$ cat config.mk
export PLATFORM = sky130hd
export DESIGN_NAME = trng_fifo_ctrl
export DESIGN_NICKNAME = d
export VERILOG_FILES = /design/src/rtl/trng_fifo_ctrl.sv
export SDC_FILE = /design/constraint.sdc
export NUM_CORES = 1
export LEC_CHECK = 0
export BUFFER_PORTS_ARGS = -buffer_cell sky130_fd_sc_hd__buf_2
export CORE_MARGIN = 2
export CORE_UTILIZATION = 28
export CTS_CLUSTER_DIAMETER = 120
export DETAILED_ROUTE_END_ITERATION = 12
export GPL_TIMING_DRIVEN = 1
export PLACE_DENSITY = 0.58
export SKIP_LAST_GASP = 1
export SLEW_MARGIN = 20
export SYNTH_ARGS = -nofsm -noshare
export SYNTH_HDL_FRONTEND = slang
export SYNTH_SLANG_ARGS = --single-unit
$ cat constraint.sdc
create_clock -name clk -period 2.7 [get_ports clk]
set_input_delay 0.675 -clock clk [delete_from_list [all_inputs] [get_ports clk]]
set_output_delay 0.675 -clock clk [all_outputs]
set_load 0.02 [all_outputs]
$ cat src/rtl/trng_fifo_ctrl.sv
// trng_fifo_ctrl: packs the serial TRNG bit stream into 32-bit FIFO words and serves single-word host reads
module trng_fifo_ctrl #(
  parameter int DROP_CNT_W = 16
) (
  input  logic                  clk,
  input  logic                  rst_n,
  input  logic                  enable,
  input  logic                  bit_valid,
  input  logic                  bit_in,
  output logic                  fifo_wr_en,
  output logic [31:0]           fifo_wr_data,
  input  logic                  fifo_full,
  output logic                  fifo_rd_en,
  input  logic [31:0]           fifo_rd_data,
  input  logic                  fifo_empty,
  input  logic                  host_rd_req,
  output logic                  host_rd_valid,
  output logic [31:0]           host_rd_data,
  output logic [DROP_CNT_W-1:0] drop_cnt,
  output logic                  busy
);
  typedef enum logic [1:0] {IDLE, ISSUE, WAIT, RESP} state_t;
  state_t      state;
  logic [31:0] sreg;
  logic [4:0]  cnt;
  logic [31:0] next_word;
  assign next_word = {sreg[30:0], bit_in};
  // the completed word is pushed straight from next_word, so the shifter never stalls at word boundaries
  always_ff @(posedge clk) begin
    if (!rst_n) begin
      sreg         <= '0;
      cnt          <= '0;
      fifo_wr_en   <= 1'b0;
      fifo_wr_data <= '0;
      drop_cnt     <= '0;
    end else begin
      fifo_wr_en <= 1'b0;
      if (!enable) begin
        sreg <= '0;
        cnt  <= '0;
      end else if (bit_valid) begin
        sreg <= next_word;
        cnt  <= cnt + 5'd1;
        if (cnt == 5'd31) begin
          if (!fifo_full) begin
            fifo_wr_en   <= 1'b1;
            fifo_wr_data <= next_word;
          end else if (drop_cnt != '1) begin
            drop_cnt <= drop_cnt + DROP_CNT_W'(1);
          end
        end
      end
    end
  end
  always_ff @(posedge clk) begin
    if (!rst_n) begin
      state         <= IDLE;
      fifo_rd_en    <= 1'b0;
      host_rd_valid <= 1'b0;
      host_rd_data  <= '0;
      busy          <= 1'b0;
    end else begin
      case (state)
        IDLE: if (host_rd_req && !fifo_empty) begin
          state      <= ISSUE;
          fifo_rd_en <= 1'b1;
          busy       <= 1'b1;
        end
        ISSUE: begin
          state      <= WAIT;
          fifo_rd_en <= 1'b0;
        end
        WAIT: begin
          state         <= RESP;
          host_rd_data  <= fifo_rd_data;
          host_rd_valid <= 1'b1;
        end
        RESP: begin
          state         <= IDLE;
          host_rd_valid <= 1'b0;
          busy          <= 1'b0;
        end
        default: state <= IDLE;
      endcase
    end
  end
endmodule

# After elaboration in Yosys (flattened, before gate mapping)
# Cells that the tools add are included.
# W data, S select, Z words.
[word_totals] regBits=122 latch_bits=0 ramBits=0 rom_bits=0 input_bits=40 word_cells=38 n_memories=0
[op_classes] n_addsub=2 mul=0 div=0 order_cmp=0 eq_ne=6 n_shift=0 mux=7 bitwise=1 n_reduce_logical=12
[op_table] op="$add A16 B1 Y16 const B" count=1
[op_table] op="$ne A16 B16 Y1 const B" count=1
[op_table] op="$pmux W2 S4" count=1
[op_table] op="$reduce_and A4 Y1" count=2
[op_table] op="$pmux W1 S2" count=3
[op_table] op="$reduce_and A2 Y1" count=3
[op_table] op="$reduce_bool A2 Y1" count=3
[op_table] op="$add A5 B1 Y5 const B" count=1
[op_table] op="$eq A5 B5 Y1 const B" count=1
[op_table] op="$reduce_and A5 Y1" count=1
[op_table] op="$eq A2 B2 Y1 const B" count=2
[op_table] op="$eq A2 B1 Y1 const B" count=1
[op_table] op="$logic_not A2 Y1" count=1
[op_table] op="$mux W1" count=2
[op_table] op="$mux W2" count=1
[op_table] op="$ne A2 B2 Y1 const B" count=1
[op_table] op="$logic_and A1 B1 Y1" count=1
[op_table] op="$logic_not A1 Y1" count=1
[op_table] op="$not A1 Y1" count=1

# Logic depth before layout (Yosys ltp)
[depth] ltp_word=4 ltp_mapped=9

# Worst setup path before layout
# OpenSTA, ideal clock, no wires.
[synth_path] kind="register to register" startpoint="register cnt[0]" endpoint="register drop_cnt[15]" setup_time_ns=0.135 t_arrival_ns=1.963 required_ns=2.565 slack_ns=0.602 stages_incl_launch_ff=8 path_buffers=0 period_less_slack_ns=2.098 cell_sequence="dfxtp_1 > ha_1 > and3_1 > ha_1 > nand4_1 > or4b_4 > a2111oi_0 > a211oi_1"
[synth_via] elab_chain_len=2
[synth_rtl] item="start, declared" line="25" text="logic [4:0] cnt;"
[synth_rtl] item="start signal, assigned" line="43" text="cnt <= cnt + 5'd1;"
[synth_rtl] item="$eq A5 B5 Y1" line="44" text="if (cnt == 5'd31) begin"
[synth_rtl] item="$reduce_and A5 Y1 (no source line)"
[synth_rtl] item="end signal, assigned" line="49" text="drop_cnt <= drop_cnt + DROP_CNT_W'(1);"
[synth_rtl] item="end, declared" line="19" text="output logic [DROP_CNT_W-1:0] drop_cnt,"
# No other way between the ends.
# A chain may end at the register's enable or synchronous reset.

# Final worst setup path
# Ends and elaborated chain as after synthesis.

==> run summary <==
Slew headroom = 55.5%
Setup crit start kind = register
synth unique cells = 38
Pins Over Slew Limit = 0
ANT nets after route = 0
DRT met1 WL = 4930 microns
pwr dens = 830 nW/um^2
fin crit share = 88.3%
Reg-to-Reg Start = cnt[0]
DR top layer = met4
Vias = 3732
Final WS setup = 0.316 ns
Crit. End Element = register
Main synth FF type = dfxtp_1
worst vdd ir = 0.000371 V
DR pass1 iterations = 4
WL per Instance = 12.1 microns
crit-path max FO = 5
Final Setup Violations = 0
RSZ-0062 raised after global routing = false
Die X = 133 microns
#FFs+latches synth = 122
Max Cap Viol = 0
Tot GR Track Use = 12.1%
Clock Pin Slew Worst Setup and Hold Paths = 0.05 ns
area of the mapped netlist = 4640 sq um
number of enable flip-flop cells after synthesis = 0
R2R depth = 7
total congestion overflow = 0
reg2reg setup slack = 0.32 ns
largest net degree at the start of global routing = 54
post-synthesis sequential area ratio = 52.6%
Slew @ Worst Pin = 0.667 ns
Die Ht = 133 microns
WP data required = 2.97 ns
post-CTS setup buffers = 0
synthesized net count = 547
crit path from = cnt[0]
combinational share of power = 15.1%
commonest non-fill, non-tap cell in the layout = buf_2
Hold-fix buffers, CTS = 0
crit path DAT = 2.65 ns
Reg power frac = 39.3%
Cell Int Power = 3.72 mW
worst-case clock buffer depth = 2
number of hold violations in the final report = 0
vias in the first global route = 3553
CTS sink cnt = 122
Max Fclk = 0.420 GHz
dpl ws = 0.317 ns
P&R area growth vs syn = 31.4%
worst setup path category = reg2reg
P_sw = 1.35 mW
Hold Path End = fifo_wr_data[25]
layout cell share with drive strength beyond 1 = 26.9%
RePlAce Congestion = 0.721
post-DP HPWL = 6780 microns
I/O pin count = 124
first-iteration detailed-routing DRC count = 181
Post-CTS Resized = 0
Clock Latency Late Sink = 0.41 ns
met3 wire length = 475 microns
RR Endpoint = drop_cnt[15]
antenna violations before repair = 0
number of H-tree levels = 4
PortBufs = 123
Total Routed Length = 10300 microns
fraction of registers with async set/reset = 0%
status = completed
Root Driver = clkbuf_16
TritonCTS Buffers = 17
most frequent cells in the layout = buf_2, dfxtp_1, nand2_1, nor2_1, mux2i_1
clk_skew = 0.00968 ns
first-pass GRT wire length = 17400 microns
Sw Share = 26.6%
Mapped Cells = 499
clock network fraction of total power = 45.6%
Ys Warns = 0
total negative slack = 0 ns
Syn Area/Cell = 9.31 sq um
Die Area = 17600 sq um
# diodes = 0
Core ar. = 16400 sq um
Static Leakage = 2.60 nW
worst hold path depth = 2
post-layout net count = 666
Period minus WS final = 2.38 ns
hold path start = fifo_wr_data[25]
worst hold slack = 0.450 ns
metal2 WL = 4720 microns
Initial Utilization = 28.3%
routed vias/inst = 4.39
CTS tree = built
row cnt = 47
Remaining DRCs = 0
HP Class = reg2reg
## cell type report
| type | instances | area, sq um |
|---|---|---|
| fill | 1675 | 10300 |
| sequential | 122 | 2440 |
| multi-input combinational | 343 | 2070 |
| timing repair buffer | 130 | 681 |
| clock buffer | 18 | 439 |
| tap | 220 | 275 |
| clock inverter | 14 | 173 |
| inverter | 4 | 15.0 |
## sequential cells by signal (all words and copies together) (netlist names)
signal         flops
cnt                5
fifo_wr_data      32
host_rd_valid      1
host_rd_data      32
fifo_rd_en         1
drop_cnt          16
sreg              31
fifo_wr_en         1
state              2
busy               1
## through the flow
stage	power, mW	instances	area (sq um)	utilization, %
after detailed placement	2.81	819	5490	33.4
final	5.06	851	6100	37.2
after global routing	5.31	851	6100	37.2
after floorplan	2.59	499	4640	-
after CTS	5.15	851	6100	37.2
after global placement	2.80	819	5490	33.4
## cell families (layout without fill, tap and decap cells)
group,count (synthesis),count (layout),share of synthesized area (%)
adder cells (fa/ha/maj),8,8,2.16
flip-flops,122,122,52.6
AO/OA/AOI/OAI,63,63,7.71
multiplexers,74,74,16.0
XOR/XNOR,3,3,0.566
AND/OR/NAND/NOR,195,195,18.2
buffers and inverters,34,166,2.83
## worst max-delay path: stages, from the launching register on
cell and delay, ns:
dfxtp_1 0.37, ha_1 0.18, and3_1 0.16, ha_1 0.17, nand4_1 0.24, or4b_4 0.57
a2111oi_0 0.42, a211oi_1 0.14
## synthesized netlist by cell type, types with 2 or more instances
cell type | count | share of area (%)
a211oi_1 | 3 | 0.49
a21boi_0 | 2 | 0.32
a21oi_1 | 44 | 4.7
a311oi_1 | 2 | 0.38
a31oi_1 | 2 | 0.27
and3_1 | 3 | 0.40
and4_1 | 3 | 0.57
buf_1 | 6 | 0.49
buf_2 | 3 | 0.32
clkbuf_1 | 21 | 1.7
dfxtp_1 | 122 | 53
ha_1 | 8 | 2.2
inv_1 | 4 | 0.32
mux2i_1 | 74 | 16
nand2_1 | 80 | 6.5
nand2b_1 | 7 | 0.94
nand3_1 | 6 | 0.65
nand4_1 | 6 | 0.81
nor2_1 | 77 | 6.2
nor3_1 | 3 | 0.32
o21a_1 | 2 | 0.32
o21ai_0 | 4 | 0.43
xor2_1 | 2 | 0.38
## layer usage
metal | up-vias | global-route usage [%]
li1 | 1932 | -
met1 | 1713 | 15.0
met2 | 76 | 19.1
met3 | 11 | 4.25
met4 | 0 | 4.66
met5 | - | 0
## power by group through the flow
stage / Combinational (mW) / Sequential [mW] / Clock [mW]
2_1_floorplan: 0.426 / 2.16 / 0
3_3_place_gp: 0.777 / 2.02 / 0
3_5_place_dp: 0.779 / 2.03 / 0
4_1_cts: 0.781 / 1.99 / 2.38
5_1_grt: 0.845 / 2.01 / 2.46
6_report: 0.767 / 1.99 / 2.31
## worst max path at each step
stage	to	slack, ns
after floorplan	drop_cnt[15]	0.60
after global placement	drop_cnt[15]	0.43
after detailed placement	drop_cnt[15]	0.32
after CTS	drop_cnt[15]	0.31
after global routing	drop_cnt[15]	0.19
final	drop_cnt[15]	0.32
No activity file was read; power rests on OpenSTA's default activity.
